[config.mk]
export PLATFORM = sky130hd
export DESIGN_NAME = seg7_scan_decoder
export DESIGN_NICKNAME = d
export VERILOG_FILES = /design/src/rtl/seg7_scan_decoder.sv
export SDC_FILE = /design/constraint.sdc
export NUM_CORES = 1
export LEC_CHECK = 0
export CELL_PAD_IN_SITES_DETAIL_PLACEMENT = 1
export CELL_PAD_IN_SITES_GLOBAL_PLACEMENT = 1
export CORE_ASPECT_RATIO = 0.5
export CORE_MARGIN = 2
export CORE_UTILIZATION = 37
export DETAILED_ROUTE_END_ITERATION = 6
export GPL_ROUTABILITY_DRIVEN = 0
export PLACE_DENSITY = 0.73
export SLEW_MARGIN = 10
export SYNTH_ARGS = -nofsm -noshare
export SYNTH_HDL_FRONTEND = slang
export SYNTH_SLANG_ARGS = --single-unit
export TNS_END_PERCENT = 30
[constraint.sdc]
create_clock -name clk -period 4.6 [get_ports clk]
set_clock_uncertainty 0.15 [all_clocks]
set_input_delay 0.92 -clock clk [delete_from_list [all_inputs] [get_ports clk]]
set_output_delay 0.92 -clock clk [all_outputs]
set_load 0.005 [all_outputs]
[src/rtl/seg7_scan_decoder.sv]
`default_nettype none
// ============================================================================
// Module   : seg7_scan_decoder
// Brief    : Recovers hex digits from a multiplexed active-low 7-segment bus
//            (the inverse of the hex-to-segment encoder), with debounce.
// Options  : SEG7_DP_EN adds decimal-point capture (dp_in / dp_out).
// Revision : 1.0 - initial release
// ============================================================================
module seg7_scan_decoder #(
    parameter int NUM_DIGITS = 4,
    parameter int SETTLE_CYC = 2,
    parameter int STABLE_CNT = 3
) (
    input  logic                      clk,
    input  logic                      rst,
    input  logic [6:0]                seg_in,
    input  logic [NUM_DIGITS-1:0]     an_in,
`ifdef SEG7_DP_EN
    input  logic                      dp_in,
    output logic [NUM_DIGITS-1:0]     dp_out,
`endif
    output logic [4*NUM_DIGITS-1:0]   digits,
    output logic [NUM_DIGITS-1:0]     digit_valid,
    output logic [NUM_DIGITS-1:0]     digit_err,
    output logic                      update
);

`ifdef SEG7_DP_EN
    localparam int c_CW = 8;
`else
    localparam int c_CW = 7;
`endif

    localparam logic [1:0] c_IDLE   = 2'd0;
    localparam logic [1:0] c_SETTLE = 2'd1;
    localparam logic [1:0] c_SAMPLE = 2'd2;
    localparam logic [1:0] c_HOLD   = 2'd3;

    localparam logic [3:0]            c_SETTLE_CYC = 4'(SETTLE_CYC);
    localparam logic [2:0]            c_STABLE     = 3'(STABLE_CNT);
    localparam logic [NUM_DIGITS-1:0] c_ONE        = NUM_DIGITS'(1);

    // {valid, value}; anything outside the encoder table is invalid
    function automatic logic [4:0] f_decode(input logic [6:0] p);
        case (p)
            7'b1000000: f_decode = 5'h10;
            7'b1111001: f_decode = 5'h11;
            7'b0100100: f_decode = 5'h12;
            7'b0110000: f_decode = 5'h13;
            7'b0011001: f_decode = 5'h14;
            7'b0010010: f_decode = 5'h15;
            7'b0000010: f_decode = 5'h16;
            7'b1111000: f_decode = 5'h17;
            7'b0000000: f_decode = 5'h18;
            7'b0010000: f_decode = 5'h19;
            7'b0001000: f_decode = 5'h1A;
            7'b0000011: f_decode = 5'h1B;
            7'b1000110: f_decode = 5'h1C;
            7'b0100001: f_decode = 5'h1D;
            7'b0000110: f_decode = 5'h1E;
            7'b0001110: f_decode = 5'h1F;
            default:    f_decode = 5'h00;
        endcase
    endfunction

    logic [6:0]            seg_q;
    logic [NUM_DIGITS-1:0] an_q;
    logic [c_CW-1:0]       w_pat;
    logic [c_CW-1:0]       w_pat_in;
    logic [1:0]            state_q, state_d;
    logic [3:0]            run_q, run_d;
    logic [3:0]            w_run_inc;
    logic                  w_an_chg, w_seg_chg, w_an_onehot, w_sample;
    logic [NUM_DIGITS-1:0] w_an_low;
    logic [4:0]            w_dec;
    logic [NUM_DIGITS-1:0] w_commit;
    logic                  update_q;

`ifdef SEG7_DP_EN
    logic dp_q;
    always_ff @(posedge clk) begin
        if (rst) dp_q <= 1'b1;
        else     dp_q <= dp_in;
    end
    assign w_pat    = {dp_q, seg_q};
    assign w_pat_in = {dp_in, seg_in};
`else
    assign w_pat    = seg_q;
    assign w_pat_in = seg_in;
`endif

    always_ff @(posedge clk) begin
        if (rst) begin
            seg_q <= 7'h7F;
            an_q  <= '1;
        end else begin
            seg_q <= seg_in;
            an_q  <= an_in;
        end
    end

    // Change flags describe the registered bus at the edge where it updates
    assign w_an_chg    = (an_in != an_q);
    assign w_seg_chg   = (w_pat_in != w_pat);
    assign w_an_low    = ~an_in;
    assign w_an_onehot = (w_an_low != '0) && ((w_an_low & (w_an_low - c_ONE)) == '0);
    assign w_run_inc   = run_q + 4'd1;

    always_ff @(posedge clk) begin
        if (rst) begin
            state_q <= c_IDLE;
            run_q   <= '0;
        end else begin
            state_q <= state_d;
            run_q   <= run_d;
        end
    end

    always_comb begin
        state_d = state_q;
        run_d   = run_q;
        if (w_an_chg) begin
            run_d   = '0;
            state_d = w_an_onehot ? c_SETTLE : c_IDLE;
        end else begin
            case (state_q)
                c_IDLE:   state_d = c_IDLE;
                c_SETTLE: begin
                    if (w_seg_chg) begin
                        run_d = '0;
                    end else begin
                        run_d = w_run_inc;
                        if (w_run_inc == c_SETTLE_CYC) state_d = c_SAMPLE;
                    end
                end
                c_SAMPLE: state_d = c_HOLD;
                c_HOLD:   state_d = c_HOLD;
                default:  state_d = c_IDLE;
            endcase
        end
    end

    always_comb begin
        w_sample = (state_q == c_SAMPLE);
    end

    assign w_dec = f_decode(seg_q);

    for (genvar i = 0; i < NUM_DIGITS; i++) begin : g_digit
        logic [c_CW-1:0] cand_q;
        logic [2:0]      cnt_q;
        logic [3:0]      val_q;
        logic            valid_q, err_q;
        logic            w_hit, w_match;

        assign w_hit       = w_sample && !an_q[i];
        assign w_match     = (w_pat == cand_q);
        assign w_commit[i] = w_hit && (w_match ? ((cnt_q + 3'd1) == c_STABLE)
                                               : (c_STABLE == 3'd1));

        always_ff @(posedge clk) begin
            if (rst) begin
                cand_q <= '1;
                cnt_q  <= '0;
            end else if (w_hit) begin
                if (w_match) begin
                    if (cnt_q != c_STABLE) cnt_q <= cnt_q + 3'd1;
                end else begin
                    cand_q <= w_pat;
                    cnt_q  <= 3'd1;
                end
            end
        end

        // An invalid commit flags the digit but keeps its last good value
        always_ff @(posedge clk) begin
            if (rst) begin
                val_q   <= '0;
                valid_q <= 1'b0;
                err_q   <= 1'b0;
            end else if (w_commit[i]) begin
                valid_q <= 1'b1;
                if (w_dec[4]) begin
                    val_q <= w_dec[3:0];
                    err_q <= 1'b0;
                end else begin
                    err_q <= 1'b1;
                end
            end
        end

`ifdef SEG7_DP_EN
        logic dpo_q;
        always_ff @(posedge clk) begin
            if (rst)              dpo_q <= 1'b0;
            else if (w_commit[i]) dpo_q <= ~w_pat[7];
        end
        assign dp_out[i] = dpo_q;
`endif

        assign digits[4*i +: 4] = val_q;
        assign digit_valid[i]   = valid_q;
        assign digit_err[i]     = err_q;
    end

    always_ff @(posedge clk) begin
        if (rst) update_q <= 1'b0;
        else     update_q <= |w_commit;
    end

    assign update = update_q;

endmodule
`default_nettype wire

Yosys cells after proc, flatten, opt, wreduce, memory -nomap -nowiden
Cells that the tools add are included.
- register bits after elaboration: 82
- logic and storage cells: 129
- bits of input ports: 13
- equal/unequal tests: 39
- add/subtract/negate cells: 6
- reduce and logical (&&, ||, !) cells: 33
- bitwise operators: 6
- multiplexer cells: 20
- operators by type and width (operator ; number):
    $pmux W5 S16 ; 1
    $eq A7 B7 Y1 ; 4
    $eq A7 B7 Y1 const B ; 4
    $reduce_and A2 Y1 ; 13
    $mux W3 ; 8
    $eq A7 B5 Y1 const B ; 3
    $eq A7 B6 Y1 const B ; 3
    $eq A7 B2 Y1 const B ; 2
    $eq A7 B4 Y1 const B ; 2
    $add A3 B1 Y3 const B ; 4
    $eq A3 B2 Y1 const B ; 4
    $ne A3 B2 Y1 const B ; 4
    $logic_and A1 B1 Y1 ; 9
    $ne A2 B1 Y1 const B ; 4
    $eq A7 B3 Y1 const B ; 1
    $logic_not A7 Y1 ; 1
    $ne A7 B7 Y1 ; 1
    $mux W1 ; 6
    $mux W2 ; 3
    $ne A3 B3 Y1 const B ; 2
    $pmux W2 S3 ; 1
    $add A4 B1 Y4 const B ; 1
    $and A4 B4 Y4 ; 1
    $eq A2 B2 Y1 const B ; 2
    other kinds (13) ; 20

Depth between registers and ports, before layout
Gate-level depths: netlist of the first run.
- word-level depth: 7
- depth in mapped cells: 8
- gate-level depth less buffers: 7

Least setup slack after synthesis of the first run
OpenSTA, ideal clock, no wires.
- path type: input -> register
- start point: input port rst
- end point: register g_digit[0].err_q
- stages on the path: 4
- path slack: 2.472 ns
- setup time: 0.130 ns
- data required time: 4.320 ns
- data arrival time: 1.848 ns
- path through: clkbuf_1 > clkbuf_1 > clkbuf_1 > o31ai_1
- RTL lines (what ; RTL line ; RTL):
    start: declaration ; 15 ; input logic rst,
    end signal: assignment ; 180 ; err_q <= 1'b0;
    end signal: assignment ; 185 ; err_q <= 1'b0;
    end signal: assignment ; 187 ; err_q <= 1'b1;
    end: declaration ; 153 ; logic valid_q, err_q;
No word-level cell between the ends.

Worst setup path in the final report of the first run
- start point: register seg_q[6]
- end point: register g_digit[2].val_q[2]
- longest elaborated chain between the ends: 4
- elaborated cells between the ends (all ways): 21
- RTL lines (what ; RTL line ; RTL):
    start: declaration ; 66 ; logic [6:0] seg_q;
    start signal: assignment ; 97 ; seg_q <= seg_in;
    parallel branches: the longest is 4 deep, another holds $pmux W5 S16 ; -- ;
    end signal: assignment ; 184 ; val_q <= w_dec[3:0];
    end: declaration ; 152 ; logic [3:0] val_q;
Parallel ways; which one is timed is not known.
A chain may end at the register's enable or synchronous reset.

==> run_results.csv, run 1 <==
group,metric,value,unit
final_layout,most-common-layout-cells,"dfxtp_1, nand2_1, clkdlybuf4s50_1, nor2_1, nand3_1",
hold_path,hold_class,"register to register",
placed_design,io_buffers,37,
synthesis,synth_nets,537,
clock_tree,root_buffer,"clkbuf_16",
timing,tightest_slew,1.02,ns
hold_path,min_path_cells,2,
detailed_routing,firstDrtPassIters,4,
floorplan,dieWidth,159,um
clock_tree,post_cts.repair.setup_buffers,0,
floorplan,rows,28,
timing,slew-limit-headroom,31.7,%
clock_tree,cts_made_buffers,9,
final_layout,final_cell_area,0.00516,mm2
timing,tns,0,ns
timing,report.final.slew_viol_count,0,
final_layout,n_antenna_cell,0,
detailed_routing,vias,3641,
final_layout,final_layout_size_suffix_gt1_share,8.52,%
floorplan,die-area,0.0129,mm2
timing,rsz0062_at_grt,"false",
worst_setup_path,worst_setup_path_end_kind,"register",
synthesis,netlist_area,0.00442,mm2
power,cellLeakagePower,1.89,nW
timing,fin_crit_sh,61.5,%
detailed_routing,wl_per_cell,16.3,um
detailed_routing,drcViolationCount,0,
power,powerDensity,328,mW/mm2
power,p_sw,384,uW
hold_path,hp-start,"g_digit[3].cnt_q[2]$_SDFFE_PP0P_",
clock_tree,clock_sinks,82,
detailed_routing,wl,11300,um
detailed_routing,via_per_inst,5.25,
global_routing,antenna_found_initial,0,
power,pwr-share-seq,44.5,%
power,peakVddDrop,0.199,mV
synthesis,syn_avg_cell_area,8.66,um2
final_layout,fin_nets,550,
synthesis,async_reset_ff_share,0,%
clock_tree,cts_tree,"yes",
synthesis,ys_ff_latch,82,
worst_setup_path,cp.arrival,2.94,ns
global_routing,grtUsageTotal,18.4,%
final_layout,num-fill-cells,1384,
floorplan,initial_core_util,37.6,%
clock_tree,insertion_delay,0.34,ns
worst_setup_path,timing.rr.start,"seg_q[6]$_SDFF_PP1_",
floorplan,ioPinCount,38,
clock_tree,hold_buffers,0,
power,pwr-share-comb,6.7,%
detailed_routing,drt_first_iter_violations,158,
power,sw_frac_of_total,22.7,%
synthesis,synth_top_area_share,37.2,%
power,p_int,1.31,mW
final_layout,area_growth,16.9,%
detailed_routing,ant_nets,0,
clock_tree,clkSlewWorstSetupHoldPaths,0.06,ns
global_routing,grt_max_degree,47,
hold_path,holdPathEnd,"g_digit[3].cnt_q[2]$_SDFFE_PP0P_",
placed_design,hpwl,7700,um
synthesis,ys.flop_type,"dfxtp_1",
synthesis,netlist_top_cells_area,"dfxtp_1, nand2_1, xor2_1",
worst_setup_path,cp.required,4.71,ns
status,outcome,"finished clean",
worst_setup_path,cp-start-kind,"register",
synthesis,ys_types,68,
timing,finalSetupViolCount,0,
worst_setup_path,crit_type,"register to register",
synthesis,seq_area_frac_synth,37.2,%
floorplan,core_area,0.0117,mm2
synthesis,syn_inst,510,
timing,fmax,0.354,GHz
clock_tree,clockBufferDepth,2,
worst_setup_path,r2r_cells,5,
placed_design,postPlaceCellArea,0.00482,mm2
floorplan,dieHeight,81.3,um
synthesis,ys_warn_count,0,
clock_tree,cts_resized,0,
timing,period_minus_slack,2.83,ns
clock_tree,h-tree-depth,3,
worst_setup_path,path_max_fanout,22,
synthesis,synth_edf_count,0,
synthesis,synth_largest_area_cell,"dfxtp_1",
global_routing,grt_pass1_wl,18600,um
worst_setup_path,r2r-end,"g_digit[2].val_q[2]$_SDFFE_PP0P_",
global_routing,grt_pass1_vias,3631,
flow_run,maxCapViolCount,0,
worst_setup_path,regToRegSetupSlack,1.77,ns
final_layout,layout_commonest_cell,"dfxtp_1",
power,power.share.clock,48.9,%
timing,finalHoldViolCount,0,
global_routing,grt-ovfl-total,0,
## cells in the mapped netlist (8+ instances only)
| library cell | n |
|---|---|
| clkbuf_1 | 15 |
| mux2i_1 | 18 |
| o21ai_0 | 14 |
| nor2b_1 | 10 |
| dfxtp_1 | 82 |
| buf_2 | 11 |
| xor2_1 | 22 |
| a21oi_1 | 8 |
| xnor2_1 | 20 |
| nor2_1 | 34 |
| a31oi_1 | 10 |
| inv_1 | 20 |
| ha_1 | 14 |
| nor3_1 | 8 |
| buf_4 | 12 |
| nand2_1 | 63 |
| or2_2 | 11 |
| nand3_1 | 25 |
## power groups by stage
| stage | Clock (mW) | Sequential [mW] | Combinational (mW) |
|---|---|---|---|
| 2_1_floorplan | 0 | 0.745 | 0.0907 |
| 3_3_place_gp | 0 | 0.767 | 0.110 |
| 3_5_place_dp | 0 | 0.767 | 0.113 |
| 4_1_cts | 0.844 | 0.752 | 0.114 |
| 5_1_grt | 0.869 | 0.756 | 0.125 |
| 6_report | 0.827 | 0.752 | 0.113 |
## worst max path at each step
stage / slack [ns] / depth (start not counted) / startpoint / end
2_1_floorplan: 2.47 / 4 / rst / g_digit[0].err_q$_SDFFE_PP0P_
3_3_place_gp: 1.85 / 4 / rst / run_q[3]$_SDFFE_PP0N_
3_5_place_dp: 1.79 / 6 / rst / g_digit[2].val_q[1]$_SDFFE_PP0P_
4_1_cts: 1.78 / 5 / seg_q[6]$_SDFF_PP1_ / g_digit[2].val_q[2]$_SDFFE_PP0P_
5_1_grt: 1.52 / 5 / seg_q[6]$_SDFF_PP1_ / g_digit[2].val_q[2]$_SDFFE_PP0P_
6_report: 1.77 / 5 / seg_q[6]$_SDFF_PP1_ / g_digit[2].val_q[2]$_SDFFE_PP0P_
## per-layer routing
metal	vias up	global-route usage [%]	routed length, um	part of all wire, %
met5	-	0	0	0
met4	0	3.51	95	0.84
met3	9	4.22	373	3.3
met2	56	30.7	5010	44
met1	1770	24.8	5800	51
li1	1806	-	-	-
## through the flow
stage | hold slack (ns) | total power [mW] | util (%) | std cells | setup WS (ns)
global placement | 0.291 | 0.878 | 41.1 | 677 | 1.85
detailed placement | 0.302 | 0.880 | 41.1 | 677 | 1.79
global route | 0.322 | 1.75 | 44.0 | 693 | 1.52
CTS | 0.310 | 1.71 | 44.0 | 693 | 1.78
finish | 0.305 | 1.69 | 44.0 | 693 | 1.77
floorplan | 0.276 | 0.835 | - | 510 | 2.47
## state kept, by name, summed over array words and instances, names as in the netlist
name             flops
g_digit.val_q       16
g_digit.valid_q      4
g_digit.err_q        4
g_digit.cand_q      28
g_digit.cnt_q       12
seg_q                7
state_q              2
run_q                4
an_q                 4
update               1
## layout make-up
cell class	instances	area [um2]	area share, %
clock buffer	9	225	4.36
multi-input combinational	368	2490	48.3
timing repair buffer	41	400	7.76
tap	165	206	4.00
sequential	82	1640	31.8
clock inverter	7	118	2.28
inverter	21	78.8	1.53
## cell families after synthesis
logic type	share of synthesized area (%)
and+or+nand+nor	26.7
adders and majority gates	3.97
DFF	37.2
AOI/OAI and AO/OA	13.0
muxes	4.33
buffers and inverters	6.43
xor gates and xnor gates	8.33
## worst max-delay path, stage by stage, from the launching register on
cell	delay, ns
dfxtp_1	0.91
xor2_1	0.18
nor4_2	0.55
nand3_1	0.37
a221o_1	0.44
a41oi_1	0.15
Power figures use the tool's default switching activity.
==> run 2, diff against run 1 <==
--- a/config.mk
+++ b/config.mk
@@ -12,7 +12,7 @@
 export CORE_UTILIZATION = 37
 export DETAILED_ROUTE_END_ITERATION = 6
 export GPL_ROUTABILITY_DRIVEN = 0
-export PLACE_DENSITY = 0.73
+export PLACE_DENSITY = 0.75
 export SLEW_MARGIN = 10
 export SYNTH_ARGS = -nofsm -noshare
 export SYNTH_HDL_FRONTEND = slang
==> constraint.sdc (replaced) <==
create_clock -name clk -period 2.4 [get_ports clk]
set_clock_uncertainty 0.15 [all_clocks]
set_input_delay 0.48 -clock clk [delete_from_list [all_inputs] [get_ports clk]]
set_output_delay 0.48 -clock clk [all_outputs]
set_load 0.005 [all_outputs]
==> run 2 against run 1 <==
Die area stayed put. Maximum frequency is 28% higher. First-iteration DRC count is 14% higher. Core utilization is 2.5 points higher. Power is 90% higher. Critical path type unchanged.
==> run_results.csv, run 2 (same netlist as run 1, synthesis figures left out) <==
group,metric,value,unit
final_layout,reg_top3,"g_digit.cand_q: 28 flops, g_digit.val_q: 16 flops, g_digit.cnt_q: 12 flops",
placed_design,place_ws,0.0354,ns
power,p_int,2.46,mW
power,pwr-share-comb,8.8,%
timing,slew-limit-headroom,61.7,%
worst_setup_path,cp-start-kind,"register",
placed_design,io_buffers,37,
floorplan,initial_core_util,37.6,%
timing,period_minus_slack,2.20,ns
timing,finalHoldViolCount,0,
global_routing,grt_pass1_vias,3902,
final_layout,layout_commonest_cell,"dfxtp_1",
floorplan,dieHeight,81.3,um
floorplan,ioPinCount,38,
clock_tree,cts_made_buffers,9,
timing,rsz0062_at_grt,"false",
final_layout,num-fill-cells,1391,
global_routing,grt_pass1_wl,19600,um
hold_path,hold_class,"register to register",
timing,fin_crit_sh,91.9,%
clock_tree,clock_sinks,82,
power,p_sw,757,uW
flow_run,maxCapViolCount,0,
clock_tree,h-tree-depth,3,
final_layout,most-common-layout-cells,"dfxtp_1, nand2_1, buf_4, clkdlybuf4s50_1, nor2_1",
power,power.share.clock,47.2,%
global_routing,grt_max_degree,34,
detailed_routing,drcViolationCount,0,
final_layout,final_layout_size_suffix_gt1_share,15.6,%
status,outcome,"finished clean",
worst_setup_path,crit_type,"register to register",
final_layout,n_antenna_cell,0,
worst_setup_path,path_max_fanout,10,
placed_design,hpwl,8780,um
power,pwr-share-seq,44.0,%
final_layout,area_growth,23.4,%
final_layout,largest_register_ffs,28,
worst_setup_path,slowest_delay,0.47,ns
worst_setup_path,cp.required,2.50,ns
detailed_routing,wl_per_cell,16.4,um
power,peakVddDrop,0.289,mV
floorplan,die-area,0.0129,mm2
power,cellLeakagePower,2.05,nW
power,powerDensity,591,mW/mm2
detailed_routing,wl,12000,um
worst_setup_path,path_cells,"buf_4, nor2_1, a22o_1, nor3_1, buf_4, nand2_2, o31ai_1",
worst_setup_path,worst_setup_path_end_kind,"register",
clock_tree,clkSlewWorstSetupHoldPaths,0.06,ns
timing,report.final.slew_viol_count,0,
detailed_routing,highest_layer,"met4",
clock_tree,clockBufferDepth,2,
clock_tree,root_buffer,"clkbuf_16",
floorplan,core_area,0.0117,mm2
power,sw_frac_of_total,23.5,%
global_routing,antenna_found_initial,0,
timing,finalSetupViolCount,0,
timing,fin_ws,0.195,ns
clock_tree,hold_buffers,0,
detailed_routing,routed-wl-met2,5440,um
detailed_routing,wl_met1,5970,um
floorplan,rows,28,
worst_setup_path,cp.arrival,2.31,ns
timing,tns,0,ns
worst_setup_path,cp_slowest_cell,"dfxtp_1",
global_routing,grt-ovfl-total,0,
detailed_routing,vias,3834,
clock_tree,cts_tree,"yes",
floorplan,dieWidth,159,um
final_layout,final_util,46.4,%
global_routing,grtUsageTotal,19.8,%
detailed_routing,wl_met3,429,um
final_layout,largest-register,"g_digit.cand_q",
final_layout,fin_nets,587,
detailed_routing,via_per_inst,5.25,
detailed_routing,drt_first_iter_violations,180,
timing,tightest_slew,0.572,ns
clock_tree,insertion_delay,0.35,ns
clock_tree,post_cts.repair.setup_buffers,0,
detailed_routing,ant_nets,0,
detailed_routing,firstDrtPassIters,4,
worst_setup_path,crit_top_cell,"buf_4",
timing,fmax,0.454,GHz
run 2: cell types whose count changed in the layout (fill, tap and decap cells not counted), sizes merged:
cell and change:
clkinv -1, clkbuf +1, clkinvlp +1, buf +37, bufinv -1
run 2: worst max-delay path, delay by kind of cell, from the launching register on:
| kind | cells | cell delay (ns) |
|---|---|---|
| compound gates | 2 | 0.53 |
| buf+inv | 2 | 0.46 |
| flops | 1 | 0.47 |
| simple gates | 3 | 0.49 |
run 2: final timing paths:
path                                        start                               to  slack, ns  depth (start not counted)
hold reg to reg   g_digit[2].valid_q$_SDFFE_PP0P_  g_digit[2].valid_q$_SDFFE_PP0P_       0.31                          2
setup reg to reg              seg_q[4]$_SDFF_PP1_    g_digit[0].err_q$_SDFFE_PP0P_       0.20                          7
setup / recovery              seg_q[4]$_SDFF_PP1_    g_digit[0].err_q$_SDFFE_PP0P_       0.20                          7
hold / removal    g_digit[2].valid_q$_SDFFE_PP0P_  g_digit[2].valid_q$_SDFFE_PP0P_       0.31                          2
run 2: through the flow:
stage | area (um2) | hold WS, ns | instances | total power [mW]
floorplan | 4420 | 0.276 | 510 | 1.60
global placement | 5110 | 0.291 | 714 | 1.72
detailed placement | 5110 | 0.301 | 714 | 1.73
CTS | 5440 | 0.319 | 730 | 3.25
global route | 5450 | 0.338 | 730 | 3.35
finish | 5450 | 0.310 | 730 | 3.22
run 2: power by group through the flow:
stage          combinational (mW)  clock, mW  sequential [mW]
2_1_floorplan               0.174          0             1.43
3_3_place_gp                0.273          0             1.44
3_5_place_dp                0.280          0             1.45
4_1_cts                     0.284       1.55             1.42
5_1_grt                     0.308       1.62             1.42
6_report                    0.284       1.52             1.42
run 2: cell type report:
class / count / area (um2) / share of cell area [%]
Clock inverter: 6 / 90.1 / 1.65
Clock buffer: 10 / 239 / 4.38
Multi-Input combinational cell: 368 / 2500 / 45.8
Tap cell: 165 / 206 / 3.79
Sequential cell: 82 / 1650 / 30.2
Timing Repair Buffer: 78 / 691 / 12.7
Inverter: 21 / 78.8 / 1.45
run 2: metal layers:
metal | track usage (%) | vias up
met5 | 0 | -
met4 | 4.59 | 0
met3 | 4.43 | 10
met2 | 33.7 | 53
met1 | 25.8 | 1882
li1 | - | 1889
run 2: repair_timing:
action	4_1_cts	5_1_grt
setup endpoints to repair	0	19
gates resized for setup	0	6
hold endpoints to repair	0	0
==> run 3, diff against run 2 <==
--- a/config.mk
+++ b/config.mk
@@ -7,9 +7,10 @@
 export LEC_CHECK = 0
 export CELL_PAD_IN_SITES_DETAIL_PLACEMENT = 1
 export CELL_PAD_IN_SITES_GLOBAL_PLACEMENT = 1
-export CORE_ASPECT_RATIO = 0.5
+export CORE_ASPECT_RATIO = 1.75
 export CORE_MARGIN = 2
 export CORE_UTILIZATION = 37
+export CTS_BUF_LIST = sky130_fd_sc_hd__clkbuf_4
 export DETAILED_ROUTE_END_ITERATION = 6
 export GPL_ROUTABILITY_DRIVEN = 0
 export PLACE_DENSITY = 0.75
==> run 3 against run 2 <==
Count of clock-buffer cells in the layout decreased by 1. Hold slack improved by 0.012 ns. Worst setup slack got worse by 0.059 ns.
==> run_results.csv, run 3 (same netlist as run 1, synthesis figures left out) <==
group,metric,value,unit
timing,hold_ws,0.322,ns
detailed_routing,vias,3837,
power,p_int,2.15,mW
timing,period_minus_slack,2.26,ns
worst_setup_path,path_max_fanout,11,
power,sw_frac_of_total,24.2,%
clock_tree,clkSlewWorstSetupHoldPaths,0.15,ns
clock_tree,insertion_delay,0.44,ns
worst_setup_path,cp-start-kind,"register",
final_layout,largest-register,"g_digit.cand_q",
detailed_routing,via_per_inst,5.47,
worst_setup_path,cp.required,2.63,ns
clock_tree,root_buffer,"clkbuf_4",
floorplan,rows,52,
clock_tree,cts_made_buffers,9,
detailed_routing,ant_nets,0,
clock_tree,h-tree-depth,3,
clock_tree,cts_tree,"yes",
power,pwr-share-seq,49.8,%
placed_design,hpwl,9070,um
final_layout,layout_commonest_cell,"dfxtp_1",
clock_tree,clock_sinks,82,
floorplan,die-area,0.0129,mm2
power,power.share.clock,40.4,%
power,p_total,2.84,mW
power,p_sw,687,uW
timing,finalHoldViolCount,0,
global_routing,antenna_found_initial,1,
timing,report.final.slew_viol_count,0,
placed_design,io_buffers,37,
floorplan,ioPinCount,38,
timing,tns,0,ns
global_routing,grt_max_degree,18,
global_routing,grt_pass1_wl,19600,um
global_routing,grt_pass1_vias,4047,
status,outcome,"finished clean",
power,cellLeakagePower,2.00,nW
floorplan,core_area,0.0116,mm2
power,peakVddDrop,0.202,mV
timing,fmax,0.442,GHz
timing,slew-limit-headroom,59.9,%
final_layout,most-common-layout-cells,"dfxtp_1, nand2_1, buf_4, clkdlybuf4s50_1, nor2_1",
flow_run,maxCapViolCount,0,
final_layout,reg_top3,"g_digit.cand_q: 28 flops, g_digit.val_q: 16 flops, g_digit.cnt_q: 12 flops",
power,powerDensity,536,mW/mm2
worst_setup_path,worst_setup_path_end_kind,"register",
floorplan,initial_core_util,38.1,%
timing,tightest_slew,0.601,ns
detailed_routing,wl_per_cell,16.7,um
floorplan,dieWidth,86.6,um
final_layout,final_layout_size_suffix_gt1_share,15.2,%
detailed_routing,firstDrtPassIters,4,
timing,fin_crit_sh,94.3,%
final_layout,fin_nets,588,
hold_path,hold_class,"register to register",
timing,finalSetupViolCount,0,
worst_setup_path,crit_type,"register to register",
clock_tree,post_cts.repair.setup_buffers,0,
floorplan,dieHeight,149,um
power,pwr-share-comb,9.8,%
worst_setup_path,cp.arrival,2.49,ns
final_layout,largest_register_ffs,28,
detailed_routing,drcViolationCount,0,
clock_tree,clockBufferDepth,2,
final_layout,area_growth,19.9,%
detailed_routing,drt_first_iter_violations,65,
detailed_routing,wl,11700,um
global_routing,grtUsageTotal,19.4,%
timing,rsz0062_at_grt,"false",
global_routing,grt-ovfl-total,0,
[run 3: path summary, 6_finish.rpt]
check / startpoint / endpoint / slack [ns] / cells past startpoint
setup / recovery: seg_q[3]$_SDFF_PP1_ / g_digit[2].val_q[2]$_SDFFE_PP0P_ / 0.14 / 7
hold / removal: g_digit[2].valid_q$_SDFFE_PP0P_ / g_digit[2].valid_q$_SDFFE_PP0P_ / 0.32 / 2
setup reg to reg: seg_q[3]$_SDFF_PP1_ / g_digit[2].val_q[2]$_SDFFE_PP0P_ / 0.14 / 7
hold reg to reg: g_digit[2].valid_q$_SDFFE_PP0P_ / g_digit[2].valid_q$_SDFFE_PP0P_ / 0.32 / 2
[run 3: per-stage QoR]
step                      area, um2  utilization (%)  setup WS, ns  std cells
after floorplan                4420                -         0.338        510
after global placement         5070             43.7         0.204        685
after detailed placement       5070             43.7         0.174        685
after CTS                      5280             45.5        0.0945        701
after global routing           5300             45.7        0.0424        702
final                          5300             45.7         0.137        702
[run 3: layer usage]
| layer | track usage [%] | vias to the layer above | share of wire [%] |
|---|---|---|---|
| li1 | - | 1888 | - |
| met1 | 21.1 | 1860 | 40 |
| met2 | 36.5 | 72 | 55 |
| met3 | 3.77 | 17 | 2.6 |
| met4 | 6.56 | 0 | 2.0 |
| met5 | 0 | - | 0 |
[run 3: cell type report]
cell class / count / area [um2]
flip-flops and latches: 82 / 1650
diodes: 1 / 2.50
fillers: 1401 / 6290
multi-input cells: 368 / 2500
repair buffers: 79 / 686
inverters: 21 / 78.8
clock buffers: 9 / 67.6
well taps: 135 / 169
clock inverters: 7 / 141
[run 3: power groups by stage]
stage	Combinational [mW]	Clock (mW)	Sequential, mW
after CTS	0.280	1.17	1.41
after detailed placement	0.277	0	1.44
after global placement	0.271	0	1.44
final	0.279	1.15	1.41
after global routing	0.305	1.23	1.42
after floorplan	0.174	0	1.43
[run 3: critical path, cell delays in order (launching register included)]
cell	delay, ns
dfxtp_1	0.49
buf_4	0.24
and4bb_2	0.26
a21boi_0	0.33
nor2_1	0.08
buf_4	0.18
a221o_1	0.31
a41oi_1	0.17
[run 3: what timing repair did]
action | 4_1_cts | 5_1_grt
resized for setup | 0 | 5
endpoints found under the setup margin | 0 | 5
hold buffers | 0 | 0
